## src/rtl/conv_pkg.sv

```systemverilog
// Shared types and constants for the convolution operand sequencer.
// Imported by the loader top and its watchdog.
package conv_pkg;

    typedef enum logic [2:0] {
        ST_LOAD,
        ST_STORE,
        ST_SWAIT,
        ST_RUN,
        ST_OUT
    } state_t;

    localparam logic [1:0] MODE_SINGLE = 2'd0;
    localparam logic [1:0] MODE_SA3    = 2'd1;
    localparam logic [1:0] MODE_SA2    = 2'd2;
    localparam logic [1:0] MODE_RSVD   = 2'd3;

    localparam int N_A   = 16;
    localparam int N_B   = 9;
    localparam int N_OPS = N_A + N_B;

endpackage

```

## src/rtl/conv_watchdog.sv

```systemverilog
// Saturating cycle counter with clear/enable and an expiry flag.
// Expires on the TIMEOUT-th enabled cycle since the last clear.
module conv_watchdog #(
    parameter int TIMEOUT = 255
) (
    input  logic clk,
    input  logic rst,
    input  logic i_clr,
    input  logic i_en,
    output logic o_expired
);

    localparam int W = $clog2(TIMEOUT + 1);

    logic [W-1:0] r_cnt;

    // count enabled cycles, holding at TIMEOUT
    always_ff @(posedge clk or negedge rst) begin
        if (!rst) begin
            r_cnt <= '0;
        end else if (i_clr) begin
            r_cnt <= '0;
        end else if (i_en && (r_cnt != W'(TIMEOUT))) begin
            r_cnt <= r_cnt + 1'b1;
        end
    end

    assign o_expired = i_en && (r_cnt >= W'(TIMEOUT - 1));

endmodule

```

## src/rtl/conv_operand_loader.sv

```systemverilog
// Loads a 25-byte A/B operand stream, drives the compute module
// through store and run requests, and returns the 2x2 result.
module conv_operand_loader
    import conv_pkg::*;
#(
    parameter int TIMEOUT = 255
) (
    input  logic       clk,
    input  logic       rst,
    input  logic       in_valid,
    output logic       in_ready,
    input  logic [7:0] in_data,
    input  logic [1:0] mode,
    output logic [7:0] a11, a12, a13, a14,
    output logic [7:0] a21, a22, a23, a24,
    output logic [7:0] a31, a32, a33, a34,
    output logic [7:0] a41, a42, a43, a44,
    output logic [7:0] b11, b12, b13,
    output logic [7:0] b21, b22, b23,
    output logic [7:0] b31, b32, b33,
    output logic       active_store,
    output logic       active_single,
    output logic       active_sa3,
    output logic       active_sa2,
    input  logic       done_store,
    input  logic       done_single,
    input  logic       done_sa3,
    input  logic       done_sa2,
    input  logic [7:0] c11, c12, c21, c22,
    output logic       out_valid,
    input  logic       out_ready,
    output logic [7:0] r11, r12, r21, r22,
    output logic       err
);

    state_t     r_state;
    state_t     w_next;
    logic [4:0] r_cnt;
    logic [1:0] r_mode;
    logic [7:0] r_ops [N_OPS];
    logic [7:0] r_res [4];
    logic       r_err;

    logic w_accept;
    logic w_last;
    logic w_capture;
    logic w_fail;
    logic w_release;
    logic w_done_sel;
    logic w_wd_en;
    logic w_expired;

    assign w_accept = in_valid && in_ready;
    assign w_last   = (r_cnt == 5'(N_OPS - 1));
    assign w_wd_en  = (r_state == ST_SWAIT) || (r_state == ST_RUN);

    conv_watchdog #(
        .TIMEOUT(TIMEOUT)
    ) u_wd (
        .clk      (clk),
        .rst      (rst),
        .i_clr    (!w_wd_en),
        .i_en     (w_wd_en),
        .o_expired(w_expired)
    );

    // completion flag belonging to the latched mode
    always_comb begin
        w_done_sel = 1'b0;
        unique case (r_mode)
            MODE_SINGLE: w_done_sel = done_single;
            MODE_SA3:    w_done_sel = done_sa3;
            MODE_SA2:    w_done_sel = done_sa2;
            MODE_RSVD:   w_done_sel = 1'b0;
        endcase
    end

    // state register
    always_ff @(posedge clk or negedge rst) begin
        if (!rst) r_state <= ST_LOAD;
        else      r_state <= w_next;
    end

    // next state, handshake and request outputs
    always_comb begin
        w_next        = r_state;
        in_ready      = 1'b0;
        out_valid     = 1'b0;
        active_store  = 1'b0;
        active_single = 1'b0;
        active_sa3    = 1'b0;
        active_sa2    = 1'b0;
        w_capture     = 1'b0;
        w_fail        = 1'b0;
        w_release     = 1'b0;
        unique case (r_state)
            ST_LOAD: begin
                in_ready = 1'b1;
                if (in_valid && w_last) w_next = ST_STORE;
            end
            ST_STORE, ST_SWAIT: begin
                active_store = (r_state == ST_STORE);
                if (done_store) begin
                    // reserved mode never reaches the compute core
                    if (r_mode == MODE_RSVD) begin
                        w_next = ST_OUT;
                        w_fail = 1'b1;
                    end else begin
                        w_next = ST_RUN;
                    end
                end else if (r_state == ST_STORE) begin
                    w_next = ST_SWAIT;
                end else if (w_expired) begin
                    w_next = ST_OUT;
                    w_fail = 1'b1;
                end
            end
            ST_RUN: begin
                active_single = (r_mode == MODE_SINGLE);
                active_sa3    = (r_mode == MODE_SA3);
                active_sa2    = (r_mode == MODE_SA2);
                // a completion in the expiry cycle still counts
                if (w_done_sel) begin
                    w_next    = ST_OUT;
                    w_capture = 1'b1;
                end else if (w_expired) begin
                    w_next = ST_OUT;
                    w_fail = 1'b1;
                end
            end
            ST_OUT: begin
                out_valid = 1'b1;
                if (out_ready) begin
                    w_next    = ST_LOAD;
                    w_release = 1'b1;
                end
            end
            default: w_next = ST_LOAD;
        endcase
    end

    // byte index and mode capture on stream acceptance
    always_ff @(posedge clk or negedge rst) begin
        if (!rst) begin
            r_cnt  <= '0;
            r_mode <= MODE_SINGLE;
        end else if (w_accept) begin
            r_cnt <= w_last ? 5'd0 : r_cnt + 5'd1;
            if (r_cnt == 5'd0) r_mode <= mode;
        end
    end

    // operand register file written by stream index
    always_ff @(posedge clk or negedge rst) begin
        if (!rst) begin
            for (int i = 0; i < N_OPS; i++) r_ops[i] <= '0;
        end else if (w_accept) begin
            r_ops[r_cnt] <= in_data;
        end
    end

    // result capture, zeroed on any error exit
    always_ff @(posedge clk or negedge rst) begin
        if (!rst) begin
            for (int i = 0; i < 4; i++) r_res[i] <= '0;
        end else if (w_capture) begin
            r_res[0] <= c11;
            r_res[1] <= c12;
            r_res[2] <= c21;
            r_res[3] <= c22;
        end else if (w_fail) begin
            for (int i = 0; i < 4; i++) r_res[i] <= '0;
        end
    end

    // error flag qualifying the result
    always_ff @(posedge clk or negedge rst) begin
        if (!rst)                        r_err <= 1'b0;
        else if (w_fail)                 r_err <= 1'b1;
        else if (w_capture || w_release) r_err <= 1'b0;
    end

    assign a11 = r_ops[0];
    assign a12 = r_ops[1];
    assign a13 = r_ops[2];
    assign a14 = r_ops[3];
    assign a21 = r_ops[4];
    assign a22 = r_ops[5];
    assign a23 = r_ops[6];
    assign a24 = r_ops[7];
    assign a31 = r_ops[8];
    assign a32 = r_ops[9];
    assign a33 = r_ops[10];
    assign a34 = r_ops[11];
    assign a41 = r_ops[12];
    assign a42 = r_ops[13];
    assign a43 = r_ops[14];
    assign a44 = r_ops[15];
    assign b11 = r_ops[16];
    assign b12 = r_ops[17];
    assign b13 = r_ops[18];
    assign b21 = r_ops[19];
    assign b22 = r_ops[20];
    assign b23 = r_ops[21];
    assign b31 = r_ops[22];
    assign b32 = r_ops[23];
    assign b33 = r_ops[24];

    assign r11 = r_res[0];
    assign r12 = r_res[1];
    assign r21 = r_res[2];
    assign r22 = r_res[3];
    assign err = r_err;

endmodule

```

## config.mk

```make
export PLATFORM = sky130hd
export DESIGN_NAME = conv_operand_loader
export DESIGN_NICKNAME = d
export VERILOG_FILES = /design/src/rtl/conv_pkg.sv /design/src/rtl/conv_watchdog.sv /design/src/rtl/conv_operand_loader.sv
export SDC_FILE = /design/constraint.sdc
export NUM_CORES = 1
export LEC_CHECK = 0
export CAP_MARGIN = 20
export CORE_ASPECT_RATIO = 0.6
export CORE_MARGIN = 1.5
export CORE_UTILIZATION = 35
export CTS_CLUSTER_SIZE = 16
export DETAILED_ROUTE_END_ITERATION = 12
export GPL_TIMING_DRIVEN = 0
export PLACE_DENSITY = 0.66
export SETUP_SLACK_MARGIN = 0.3
export SYNTH_ARGS = -nofsm -noshare
export SYNTH_HDL_FRONTEND = slang
export SYNTH_HIERARCHICAL = 1
export SYNTH_SLANG_ARGS = --single-unit
```

## constraint.sdc

```tcl
create_clock -name clk -period 2.3 [get_ports clk]
set_clock_uncertainty 0.05 [all_clocks]
set_input_delay 0.46 -clock clk [delete_from_list [all_inputs] [get_ports clk]]
set_output_delay 0.46 -clock clk [all_outputs]
set_load 0.05 [all_outputs]
```

==> results of run 1 <==
==> cell type report <==
cell class	instances	area, um2
Inverter	9	33.8
Clock inverter	11	143
Antenna cell	1	2.50
Clock buffer	32	692
Timing Repair Buffer	329	3020
Fill cell	2328	12900
Multi-Input combinational cell	364	3870
Tap cell	367	459
Sequential cell	251	6280
Buffer	38	283
==> repair_timing <==
action                                  in CTS  in global routing
endpoints found under the setup margin     474                324
pin swaps                                    6                  5
hold buffers                                 1                  0
buffers inserted                            25                  9
gates resized for setup                    355                 75
hold endpoints to repair                    33                  0
cloned                                       4                  1
==> critical path, delay by kind of cell (launching register included) <==
kind / cells / cell delay (ns)
buf+inv: 6 / 0.75
flops: 1 / 0.39
simple gates: 1 / 0.10
==> routing by layer <==
layer  global-route usage  wire, um
met1                0.268     13000
met2                0.295     12500
met3               0.0610      2250
met4               0.0325       436
met5                    0         0
==> Yosys cell counts (2+ instances only) <==
cell | number | area share
and4_1 | 2 | 0.0018
nand3b_1 | 2 | 0.0015
and3_1 | 3 | 0.0019
nor2b_1 | 4 | 0.0025
nor3b_1 | 5 | 0.0038
inv_1 | 8 | 0.0030
mux2_1 | 14 | 0.016
nand3_1 | 7 | 0.0035
ha_1 | 6 | 0.0076
and2_1 | 4 | 0.0025
nand2_1 | 5 | 0.0019
a211oi_1 | 3 | 0.0023
nand2b_1 | 4 | 0.0025
buf_4 | 4 | 0.0030
clkbuf_1 | 23 | 0.0087
mux2i_1 | 2 | 0.0020
nor2_1 | 11 | 0.0042
nor3_1 | 8 | 0.0040
o21ai_0 | 7 | 0.0035
a22o_1 | 32 | 0.028
nand2_2 | 24 | 0.015
a21oi_1 | 5 | 0.0025
dfrtp_1 | 251 | 0.63
mux2_2 | 190 | 0.22
buf_2 | 10 | 0.0050
a31oi_1 | 3 | 0.0019
==> report_power, final <==
part,internal [mW],total [mW],switching [mW]
clock,2.46,4.19,1.73
combinational,3.92,12.7,8.80
sequential,6.19,7.09,0.903
==> final timing paths <==
| kind | end | slack [ns] |
|---|---|---|
| max reg2reg | r21[5] | 0.02 |
| max in group asynchronous | a13[1] | 0.75 |
| min in group clk | a43[6] | 0.44 |
| max | active_store | 0.02 |
| min reg2reg | a43[6] | 0.44 |
| min | b33[5] | 0.34 |
==> stage by stage <==
stage,setup slack (ns),instance area [um2],cells
detailed placement,-0.316,13400,1318
finish,0.0151,14800,1402
floorplan,0.215,10000,661
global placement,-10.26,13300,1316
global route,-0.0784,14800,1401
CTS,-0.0346,14500,1391
==> cell families (layout without fill, tap and decap cells) <==
group | count (synthesis) | after routing
XOR/XNOR | 2 | 2
AO/OA/AOI/OAI | 59 | 60
AND/OR/NAND/NOR | 90 | 90
adder cells (fa/ha/maj) | 6 | 6
flip-flops | 251 | 251
multiplexers | 206 | 206
buffers and inverters | 47 | 419
other | 0 | 1
==> impl_metrics.yaml, run 1 <==
detailed_routing:
  wl_per_cell_um: 20.2
  drt-pass1-iter-count: 4
  vias: 6861
  wl_um: 28300
  vias_per_cell: 4.89
  ant_nets: 0
  drt-initial-drc-count: 350
  drc: 0
worst_setup_path:
  end_kind: "output pin"
  slowest_stage: "dfrtp_1"
  path_cells: "clkbuf_8 -> buf_4 -> buf_6 -> buf_6 -> buf_6 -> nor2_4 -> buf_8"
  slowest_delay_ns: 0.39
  cp-start-kind: "flip-flop"
  reg2reg_depth: 12
  rr_startpoint: "r_state[2]"
  startpoint: "r_state[2]"
  crit_type: "reg -> out"
  cpMostUsedCell: "buf_6"
  timing.critical_path.fanout_max: 3
  arrival_ns: 1.77
  critPathRequiredTime_ns: 1.79
global_route:
  track_usage: 0.192
  overflow: 0
  grt_max_degree: 111
  antenna_found_initial: 1
  grt_pass1_vias: 7066
  grt_pass1_wl_um: 43000
die:
  die_area_um2: 29400
  initial_utilization: 0.358
  io_pins: 289
  die_w_um: 220
  die_h_um: 133
  num_rows: 47
  fp.coreArea_um2: 27700
power_and_ir_drop:
  total_power_mw: 24.0
  leakagePower_nw: 7.79
  power_density_nw_per_um2: 1620
  max-vdd-ir-drop_v: 0.000843
synth:
  synth-compound-area-share: 0.0468
  synthAdderAreaFrac: 0.00757
  synth-edff-count: 0
  synthXorXnorAreaFrac: 0.00177
  syn_nets: 717
  synth-main-ff-cell: "dfrtp_1"
  yosysWarningCount: 6
  synth_cells: 661
  synthSimpleGateAreaFrac: 0.0560
  syn_area_per_cell_um2: 15.0
  ys_seq_area_frac: 0.634
  yosysUniqueCellTypes: 50
  synth_mux_area_frac: 0.234
  synth_top_family_by_area: "multiplexers"
  ys_async_sr_fraction: 1.00
  ys_seq_elements: 251
  synthesis.area_um2: 9910
finish:
  area_growth_pct: 49.1
  layout.nets: 1074
  layout_commonest_cell: "dfrtp_1"
  drive_above_1_share: 0.359
  final_util: 0.534
  mostFrequentLayoutCells: "dfrtp_1 (251), dlygate4sd2_1 (200), mux2_2 (186)"
cts:
  clock_latency_ns: 0.52
  cts.clk_slew.worst_paths_ns: 0.06
  cts_sinks: 251
  htree_levels: 1
  clk_path_buf_depth: 3
  cts_tree: "done"
  cts_buffers: 25
  clock-root-buffer: "clkbuf_16"
timing:
  rsz0062_at_grt: "yes"
  finalSetupViolations: 0
  finalMaxSlewViolations: 0
  whs_ns: 0.335
  setup_tns_ns: 0
  tightest_slew_ns: 0.659
  fin_crit_ns: 2.28
  fmax_mhz: 438
  hold_viol: 0
  fin_crit_sh: 0.993
  max-slew-margin-rel: 0.561
place:
  place.gp.congestion: 0.790
  io_buffers: 288
  dp_hpwl_um: 19300
run_status:
  status: "complete, no violations"
min_path:
  hold_path_class: "in -> async"
job:
  maxCapViolations: 0
No activity file was read; power rests on OpenSTA's default activity.
==> run 2: changes to the inputs <==
--- a/config.mk
+++ b/config.mk
@@ -11,7 +11,7 @@
 export CORE_UTILIZATION = 35
 export CTS_CLUSTER_SIZE = 16
 export DETAILED_ROUTE_END_ITERATION = 12
-export GPL_TIMING_DRIVEN = 0
+export GPL_TIMING_DRIVEN = 1
 export PLACE_DENSITY = 0.66
 export SETUP_SLACK_MARGIN = 0.3
 export SYNTH_ARGS = -nofsm -noshare
==> run 2 against run 1 <==
  * Non-clock buffer count is 23 lower
  * Critical path depth is 3 lower
  * Maximum frequency increased by 3.2%
  * Sequential share of layout area is 0.39 points higher
  * Count of clock-buffer cells in the layout up 1
  * Core utilization shrank 0.44 points
  * Sequential power grew 2%
  * Cell count is 1.6% lower
  * Total power shrank 0.64%
  * First-iteration DRC count is 8.3% lower
  * Global-route usage shrank 0.072 points
  * Hold slack improved by 0.076 ns
  * Critical path type unchanged
  * Critical endpoint is now active_sa3
==> impl_metrics.yaml, run 2 (synthesis results as in run 1) <==
place:
  dp_hpwl_um: 19100
  io_buffers: 288
  place.gp.congestion: 0.787
  postPlaceCellArea_um2: 13600
  dp_slack_ns: -0.0893
  placed_cells: 1318
cts:
  cts.clk_slew.worst_paths_ns: 0.07
  clock_latency_ns: 0.52
  cts_tree: "done"
  cts_sinks: 251
  clk_path_buf_depth: 3
  cts_buffers: 25
  clock-root-buffer: "clkbuf_16"
  htree_levels: 1
global_route:
  antenna_found_initial: 0
  grt_pass1_wl_um: 42700
  grt_busiest_layer: "met1"
  grt_pass1_vias: 6989
  track_usage: 0.191
  grt_max_degree: 55
  use_met3: 0.0530
  grt_use_met2: 0.280
  overflow: 0
  use_met1: 0.284
worst_setup_path:
  crit_type: "reg -> out"
  startpoint: "r_state[1]"
  cp-start-kind: "flip-flop"
  critPathRequiredTime_ns: 1.79
  timing.critical_path.fanout_max: 7
  arrival_ns: 1.70
  end_kind: "output pin"
  rr_startpoint: "r_state[2]"
run_status:
  status: "complete, no violations"
power_and_ir_drop:
  leakagePower_nw: 7.57
  power_density_nw_per_um2: 1630
  max-vdd-ir-drop_v: 0.000825
finish:
  mostFrequentLayoutCells: "dfrtp_1 (247), dlygate4sd2_1 (204), mux2_2 (189)"
  area_growth_pct: 47.8
  antennaDiodeCount: 0
  layout.nets: 1050
  final_util: 0.529
  drive_above_1_share: 0.350
  layout_commonest_cell: "dfrtp_1"
  design_area_um2: 14700
  finalNonFillerCells: 1379
detailed_routing:
  drt-pass1-iter-count: 4
  vias_per_cell: 4.89
  ant_nets: 0
  wl_um: 28400
  vias: 6738
  wl_per_cell_um: 20.6
  drt-initial-drc-count: 321
  drc: 0
timing:
  max-slew-margin-rel: 0.625
  fin_crit_sh: 0.963
  setup_ws_ns: 0.0853
  fin_crit_ns: 2.21
  finalSetupViolations: 0
  setup_tns_ns: 0
  hold_viol: 0
  tightest_slew_ns: 0.565
  fmax_mhz: 452
  finalMaxSlewViolations: 0
  rsz0062_at_grt: "yes"
die:
  die_h_um: 133
  initial_utilization: 0.358
  fp.coreArea_um2: 27700
  die_area_um2: 29400
  io_pins: 289
  num_rows: 47
  die_w_um: 220
min_path:
  hold_path_class: "in -> async"
job:
  maxCapViolations: 0
run 2: cell count changes in the layout (fill, tap and decap cells not counted), sizes merged:
cell	previous run	this run
clkbuf	68	38
dlygate4sd2	200	204
clkdlybuf4s15	21	24
clkinvlp	2	0
a21oi	6	5
buf	61	62
bufinv	3	4
clkinv	6	7
diode	1	0
inv	9	10
run 2: path summary, 6_finish.rpt:
path	end	slack [ns]	depth (start not counted)
max in group asynchronous	a21[5]	1.10	3
min in group clk	a34[6]	0.44	1
max reg2reg	r22[0]	0.23	9
max	active_sa3	0.09	4
min reg2reg	a34[6]	0.44	1
min	b33[5]	0.41	2
run 2: report_power, final:
part	switching [mW]	total [mW]	leakage [nW]	internal, mW
logic	8.58	12.3	3.84	3.72
registers	1.02	7.21	3.30	6.19
clock network	1.74	4.34	0.436	2.61
total	11.3	23.9	7.57	12.5
run 2: final cells by class:
type                    count  area, um2
repair buffers            344       3260
well taps                 367        459
inverters                   9       33.8
multi-input cells         363       3750
clock inverters            12        164
clock buffers              33        706
fillers                  2420      13000
flip-flops and latches    251       6290
run 2: timing repair:
action	CTS	global route
endpoints found under the hold margin	47	0
pin swaps	3	4
endpoints found under the setup margin	329	163
hold buffers	1	0
cloned	0	2
setup buffers	4	9
gates resized for setup	244	82
run 2: worst max-delay path, cell delays in order (launching register included):
cell,delay (ns)
dfrtp_1,0.37
buf_6,0.13
nand3b_1,0.20
nor3b_2,0.28
clkbuf_16,0.21
run 2: through the flow:
step	hold WS (ns)	power, mW
global route	0.453	24.9
finish	0.412	23.9
floorplan	0.114	15.6
CTS	0.419	23.6
global placement	0.378	20.2
detailed placement	0.379	20.3
run 2: metal layers:
layer	vias up	share of wire
met5	-	0
met4	0	0.015
met3	30	0.069
met2	197	0.44
met1	3484	0.48
li1	3027	-
==> run 3: changes to the inputs <==
--- a/config.mk
+++ b/config.mk
@@ -14,6 +14,7 @@
 export GPL_TIMING_DRIVEN = 1
 export PLACE_DENSITY = 0.66
 export SETUP_SLACK_MARGIN = 0.3
+export SKIP_LAST_GASP = 1
 export SYNTH_ARGS = -nofsm -noshare
 export SYNTH_HDL_FRONTEND = slang
 export SYNTH_HIERARCHICAL = 1
==> results of run 3 <==
Final layout, timing and power as in run 2 (identical DEF).
